[src/rtl/bitwise_seq_if.sv]
// Handshake/data bundle for bitwise_seq: start request, operand fields and result flags.
// master drives the request side, slave (the execution unit) drives the result side.
interface bitwise_seq_if #(
    parameter int WIDTH = 8,
    parameter int NREG  = 4
);
    localparam int AW = $clog2(NREG);

    logic             s;
    logic [3:0]       op;
    logic [AW-1:0]    rd;
    logic [AW-1:0]    rn;
    logic [AW-1:0]    rm;
    logic [WIDTH-1:0] in;
    logic [WIDTH-1:0] out;
    logic             z;
    logic             err;
    logic             done;

    modport master (
        output s, op, rd, rn, rm, in,
        input  out, z, err, done
    );

    modport slave (
        input  s, op, rd, rn, rm, in,
        output out, z, err, done
    );
endinterface

[src/rtl/bitwise_seq.sv]
// Multi-cycle bitwise execution unit (IDLE->RDA->RDB->EX->WB) over an internal register file.
// Define BITWISE_SEQ_ROL_EN to make op 0111 a rotate-left; otherwise it is illegal.
module bitwise_seq #(
    parameter int WIDTH = 8,
    parameter int NREG  = 4
) (
    input  logic             clk,
    input  logic             reset,
    bitwise_seq_if.slave     bus
);
    localparam int AW = $clog2(NREG);

    localparam logic [3:0] OP_LOAD = 4'b0000;
    localparam logic [3:0] OP_AND  = 4'b0001;
    localparam logic [3:0] OP_OR   = 4'b0010;
    localparam logic [3:0] OP_XOR  = 4'b0011;
    localparam logic [3:0] OP_NOT  = 4'b0100;
    localparam logic [3:0] OP_MOV  = 4'b0101;
    localparam logic [3:0] OP_READ = 4'b0110;
    localparam logic [3:0] OP_ROL  = 4'b0111;

    typedef enum logic [2:0] {
        S_IDLE,
        S_RDA,
        S_RDB,
        S_EX,
        S_WB
    } state_t;

    state_t           state_reg;
    logic [3:0]       op_reg;
    logic [AW-1:0]    rd_reg;
    logic [AW-1:0]    rn_reg;
    logic [AW-1:0]    rm_reg;
    logic [WIDTH-1:0] in_reg;
    logic [WIDTH-1:0] a_reg;
    logic [WIDTH-1:0] b_reg;
    logic [WIDTH-1:0] c_reg;
    logic             ill_reg;
    logic [WIDTH-1:0] out_reg;
    logic             z_reg;
    logic             err_reg;
    logic             done_reg;

    logic [WIDTH-1:0] rf [NREG];
    logic             wr_en;
    logic [WIDTH-1:0] alu_next;
    logic             ill_next;

    // Write happens only in WB for legal, register-writing ops.
    assign wr_en = (state_reg == S_WB) && !ill_reg && (op_reg != OP_READ);

    generate
        for (genvar gi = 0; gi < NREG; gi++) begin : g_rf
            logic [WIDTH-1:0] r_reg;
            always_ff @(posedge clk or negedge reset) begin
                if (!reset) begin
                    r_reg <= '0;
                end else if (wr_en && (rd_reg == AW'(gi))) begin
                    r_reg <= c_reg;
                end
            end
            assign rf[gi] = r_reg;
        end
    endgenerate

`ifdef BITWISE_SEQ_ROL_EN
    int unsigned              rol_amt;
    logic [2*WIDTH-1:0]       rol_dbl;
    logic [WIDTH-1:0]         rol_res;
    // Rotating the doubled word leaves the wrapped bits in the upper half.
    assign rol_amt = 32'(b_reg % WIDTH);
    assign rol_dbl = {a_reg, a_reg} << rol_amt;
    assign rol_res = rol_dbl[2*WIDTH-1:WIDTH];
`endif

    always_comb begin
        alu_next = '0;
        ill_next = 1'b0;
        case (op_reg)
            OP_LOAD: alu_next = in_reg;
            OP_AND:  alu_next = a_reg & b_reg;
            OP_OR:   alu_next = a_reg | b_reg;
            OP_XOR:  alu_next = a_reg ^ b_reg;
            OP_NOT:  alu_next = ~a_reg;
            OP_MOV:  alu_next = a_reg;
            OP_READ: alu_next = a_reg;
`ifdef BITWISE_SEQ_ROL_EN
            OP_ROL:  alu_next = rol_res;
`else
            OP_ROL:  ill_next = 1'b1;
`endif
            default: ill_next = 1'b1;
        endcase
    end

    always_ff @(posedge clk or negedge reset) begin
        if (!reset) begin
            state_reg <= S_IDLE;
            op_reg    <= '0;
            rd_reg    <= '0;
            rn_reg    <= '0;
            rm_reg    <= '0;
            in_reg    <= '0;
            a_reg     <= '0;
            b_reg     <= '0;
            c_reg     <= '0;
            ill_reg   <= 1'b0;
            out_reg   <= '0;
            z_reg     <= 1'b1;
            err_reg   <= 1'b0;
            done_reg  <= 1'b1;
        end else begin
            case (state_reg)
                S_IDLE: begin
                    if (bus.s) begin
                        op_reg    <= bus.op;
                        rd_reg    <= bus.rd;
                        rn_reg    <= bus.rn;
                        rm_reg    <= bus.rm;
                        in_reg    <= bus.in;
                        done_reg  <= 1'b0;
                        state_reg <= S_RDA;
                    end
                end
                S_RDA: begin
                    a_reg     <= rf[rn_reg];
                    state_reg <= S_RDB;
                end
                S_RDB: begin
                    b_reg     <= rf[rm_reg];
                    state_reg <= S_EX;
                end
                S_EX: begin
                    c_reg     <= alu_next;
                    ill_reg   <= ill_next;
                    state_reg <= S_WB;
                end
                S_WB: begin
                    // Illegal ops leave out/z untouched and only raise err.
                    if (!ill_reg) begin
                        out_reg <= c_reg;
                        z_reg   <= (c_reg == '0);
                    end
                    err_reg   <= ill_reg;
                    done_reg  <= 1'b1;
                    state_reg <= S_IDLE;
                end
                default: begin
                    done_reg  <= 1'b1;
                    state_reg <= S_IDLE;
                end
            endcase
        end
    end

    assign bus.out  = out_reg;
    assign bus.z    = z_reg;
    assign bus.err  = err_reg;
    assign bus.done = done_reg;
endmodule
[src/flat_wrapper.sv]
// flat-port wrapper written by rule: the top's interface ports become plain ports
module bitwise_seq_flat 
#(
    parameter int WIDTH = 8,
    parameter int NREG  = 4
)
  (clk, reset, bus_s, bus_op, bus_rd, bus_rn, bus_rm, bus_in, bus_out, bus_z, bus_err, bus_done);
  bitwise_seq_if #(.WIDTH(WIDTH), .NREG(NREG)) bus_i ();
  input  logic clk;
  input  logic reset;
  input wire logic [$bits(bus_i.s)-1:0] bus_s;
  input wire logic [$bits(bus_i.op)-1:0] bus_op;
  input wire logic [$bits(bus_i.rd)-1:0] bus_rd;
  input wire logic [$bits(bus_i.rn)-1:0] bus_rn;
  input wire logic [$bits(bus_i.rm)-1:0] bus_rm;
  input wire logic [$bits(bus_i.in)-1:0] bus_in;
  output wire logic [$bits(bus_i.out)-1:0] bus_out;
  output wire logic [$bits(bus_i.z)-1:0] bus_z;
  output wire logic [$bits(bus_i.err)-1:0] bus_err;
  output wire logic [$bits(bus_i.done)-1:0] bus_done;
  assign bus_i.s = bus_s;
  assign bus_i.op = bus_op;
  assign bus_i.rd = bus_rd;
  assign bus_i.rn = bus_rn;
  assign bus_i.rm = bus_rm;
  assign bus_i.in = bus_in;
  assign bus_out = bus_i.out;
  assign bus_z = bus_i.z;
  assign bus_err = bus_i.err;
  assign bus_done = bus_i.done;
  bitwise_seq #(.WIDTH(WIDTH), .NREG(NREG)) u_core (.clk(clk), .reset(reset), .bus(bus_i));
endmodule
[config.mk]
export PLATFORM = sky130hd
export DESIGN_NAME = bitwise_seq_flat
export DESIGN_NICKNAME = d
export VERILOG_FILES = /design/src/rtl/bitwise_seq_if.sv /design/src/rtl/bitwise_seq.sv /design/src/flat_wrapper.sv
export SDC_FILE = /design/constraint.sdc
export NUM_CORES = 1
export LEC_CHECK = 0
export CAP_MARGIN = 20
export CORE_ASPECT_RATIO = 1.5
export CORE_MARGIN = 2
export CORE_UTILIZATION = 54
export CTS_CLUSTER_SIZE = 25
export DETAILED_ROUTE_END_ITERATION = 10
export HOLD_SLACK_MARGIN = 0.02
export MAX_ROUTING_LAYER = met4
export PLACE_DENSITY = 0.74
export SETUP_SLACK_MARGIN = 0.2
export SYNTH_ARGS = -nofsm -noshare
export SYNTH_HDL_FRONTEND = slang
export SYNTH_SLANG_ARGS = --single-unit
[constraint.sdc]
create_clock -name clk -period 2.57 [get_ports clk]
set_clock_uncertainty 0.05 [all_clocks]
set_input_delay 0.257 -clock clk [delete_from_list [all_inputs] [get_ports clk]]
set_output_delay 0.257 -clock clk [all_outputs]
set_load 0.005 [all_outputs]
==> metrics.yaml <==
synth:
  yosysSeqAreaShare_pct: 50.5
  ys_ff_latch: 89
  netlist_instances: 349
  synth.avg_cell_area_sq_um: 12.6
  ys_types: 40
  ys.warnings.count: 0
  syn_nets: 386
  synth_top_area_share_pct: 49.3
  yosys.area.top_type: "dfrtp_1"
  yosysMostFrequentCell: "dfrtp_1"
  syn_area_sq_um: 4410
  synthArstFlopShare_pct: 100
  synthFlopType: "dfrtp_1"
  ys_top_cells_by_count: "dfrtp_1 (87), mux2_2 (54), nand2_1 (34), o21ai_0 (29), inv_1 (18)"
  synthTopCellsByArea: "dfrtp_1 (49%), mux2_2 (14%), mux4_2 (8.2%)"
  synth_edf_count: 0
critical_path:
  startpoint_type: "register"
  cp_data_required_time_ps: 2750
  slowest_stage: "o31ai_2"
  critical_path.endpoint_type: "register"
  cp.arrival_ps: 2350
  cp_top_family: "simple AND/OR/NAND/NOR gates"
  crit_type: "reg2reg"
  critPathBufInv: 0
  worstPathMaxFanout: 9
  path_cells: "nand2_1 -> o31ai_2 -> or3_1 -> mux2_1"
  critPathMaxStageDelay_ps: 530
final_layout:
  antenna_cells: 0
  drive_gt1_share_pct: 29.3
  postLayoutCoreUtil_pct: 65.6
  largest_register_ffs: 32
  fillers: 599
  area_growth_pct: 18.3
  nNetsFinal: 421
clock_tree:
  cts_resized: 0
  cts_max_level: 3
  cts_buffers: 9
  postCtsSetupBuffers: 0
  cts_tree: "yes"
  clock_latency_ps: 350
  clock_tree.root_cell: "clkbuf_16"
  clock_sinks: 89
  clk_pin_slew_ps: 70
  cts_hold_buf: 1
  cts_buffer_depth: 2
global_route:
  grt_use_total_pct: 23.1
  gr-total-overflow: 0
  grt_pass1_vias: 3092
  use_met2_pct: 37.9
  use_met1_pct: 27.2
  met3_usage_pct: 4.34
  busiest_layer: "met2"
  antenna_found_initial: 0
  grt_max_degree: 52
  grt_pass1_wl_um: 15100
power_and_ir_drop:
  power.total_uw: 5610
  p_sw_uw: 1900
  p_leak_uw: 0.00233
  sw_frac_of_total_pct: 33.9
  powerDensity_nw_per_um2: 1080
  p_int_uw: 3710
  power_frac_comb_pct: 30.1
  worst_ir_drop_vdd_uv: 545
  p_clk_share_pct: 27.5
  p_seq_share_pct: 42.4
die:
  core_sq_um: 7960
  num_rows: 40
  die_y_um: 115
  io_pins: 32
  initial_utilization_pct: 55.5
  die-area_sq_um: 8930
  die_w_um: 77.8
detailed_routing:
  totalWireLength_um: 9090
  vias: 2864
  drtAntennaViolNets: 0
  viasPerCell: 5.80
  drc: 0
  drt-pass1-iter-count: 4
  drt_iter0_markers: 189
  avgRoutedWirePerCell_um: 18.4
job:
  drv_cap: 0
sta:
  period_needed_ps: 2170
  finalSetupViolations: 0
  tns_ps: 0
  rsz0062_at_grt: "no"
  final_hold_viol_count: 0
  worstMarginPinSlew_ps: 664
  maxSlewViolCount: 0
  slew_headroom_pct: 55.8
  fmax_ghz: 0.462
  layout_worst_path_cycle_share_pct: 84.3
placement:
  gp_congestion: 0.815
  dpl.hpwl_um: 6410
  port_buffers: 31
status:
  status: "finished clean"
worst_hold_path:
  hold_path.class: "in2async"
## final timing paths
check                                 startpoint                 endpoint  slack, ps  cells past startpoint
worst max-delay path            u_core.op_reg[2]  u_core.g_rf[0].r_reg[6]        400                      4
worst min-delay path                       reset         u_core.op_reg[1]        440                      2
worst max register to register  u_core.op_reg[2]  u_core.g_rf[0].r_reg[6]        400                      4
worst min register to register      u_core.bus.z             u_core.bus.z        450                      2
max in group asynchronous                  reset  u_core.g_rf[3].r_reg[5]       1390                      3
min in group clk                    u_core.bus.z             u_core.bus.z        450                      2
## power by group through the flow
| stage | clock network, uW | logic, uW | registers, uW |
|---|---|---|---|
| floorplan | 0 | 1400 | 2090 |
| global placement | 0 | 1620 | 2370 |
| detailed placement | 0 | 1680 | 2400 |
| CTS | 1550 | 1700 | 2380 |
| global route | 1620 | 1850 | 2460 |
| finish | 1540 | 1690 | 2380 |
## per-stage QoR
step           instance area (sq um)  cells  hold slack, ps  worst slack (ps)
3_3_place_gp                    4860    477             277               454
3_5_place_dp                    4860    477             298               410
5_1_grt                         5220    494             460               293
2_1_floorplan                   4410    349           -88.6               691
4_1_cts                         5220    494             449               407
6_report                        5220    494             439               404
## worst register-to-register path, stage by stage (launching register included)
cell and delay [ps]:
dfrtp_1 490, nand2_1 110, o31ai_2 530, or3_1 500
mux2_1 380
## layout make-up
cell class / count / area, sq um / area share (%)
sequential: 89 / 2230 / 42.7
tap: 105 / 131 / 2.52
inverter: 18 / 67.6 / 1.29
timing repair buffer: 42 / 405 / 7.77
clock inverter: 7 / 124 / 2.37
multi-input combinational: 224 / 2040 / 39.0
clock buffer: 9 / 225 / 4.32
## kinds of logic after synthesis
kind of cell,share of synthesized area (%)
compound gates,8.00
xor+xnor,0.199
fa+ha+maj,4.54
buf+inv,3.35
flops,50.5
mux,25.7
simple gates,7.68
## cells in the final DEF (no fill, tap or decap), types with 2 or more instances in the layout
master	count
clkbuf_16	9
mux2_2	54
buf_4	10
o22a_1	2
bufinv_16	3
ha_1	16
nand2_1	34
inv_6	3
nor3_1	2
inv_1	18
a21oi_1	7
o21ai_0	29
mux2_4	7
mux2i_1	5
nor3b_4	2
or3_1	2
clkdlybuf4s50_1	30
nor2_1	11
a221oi_1	5
nor4_1	2
dfrtp_1	87
nor3b_1	3
o22ai_1	5
mux4_2	16
dfstp_2	2
nand3_1	5
a22oi_1	2
o221a_2	2
## routing by layer
metal  wire [um]  vias up
li1            -     1332
met5           0        -
met1        3860     1462
met4         245        0
met3         265       20
met2        4730       50
No activity file was read; power rests on OpenSTA's default activity.
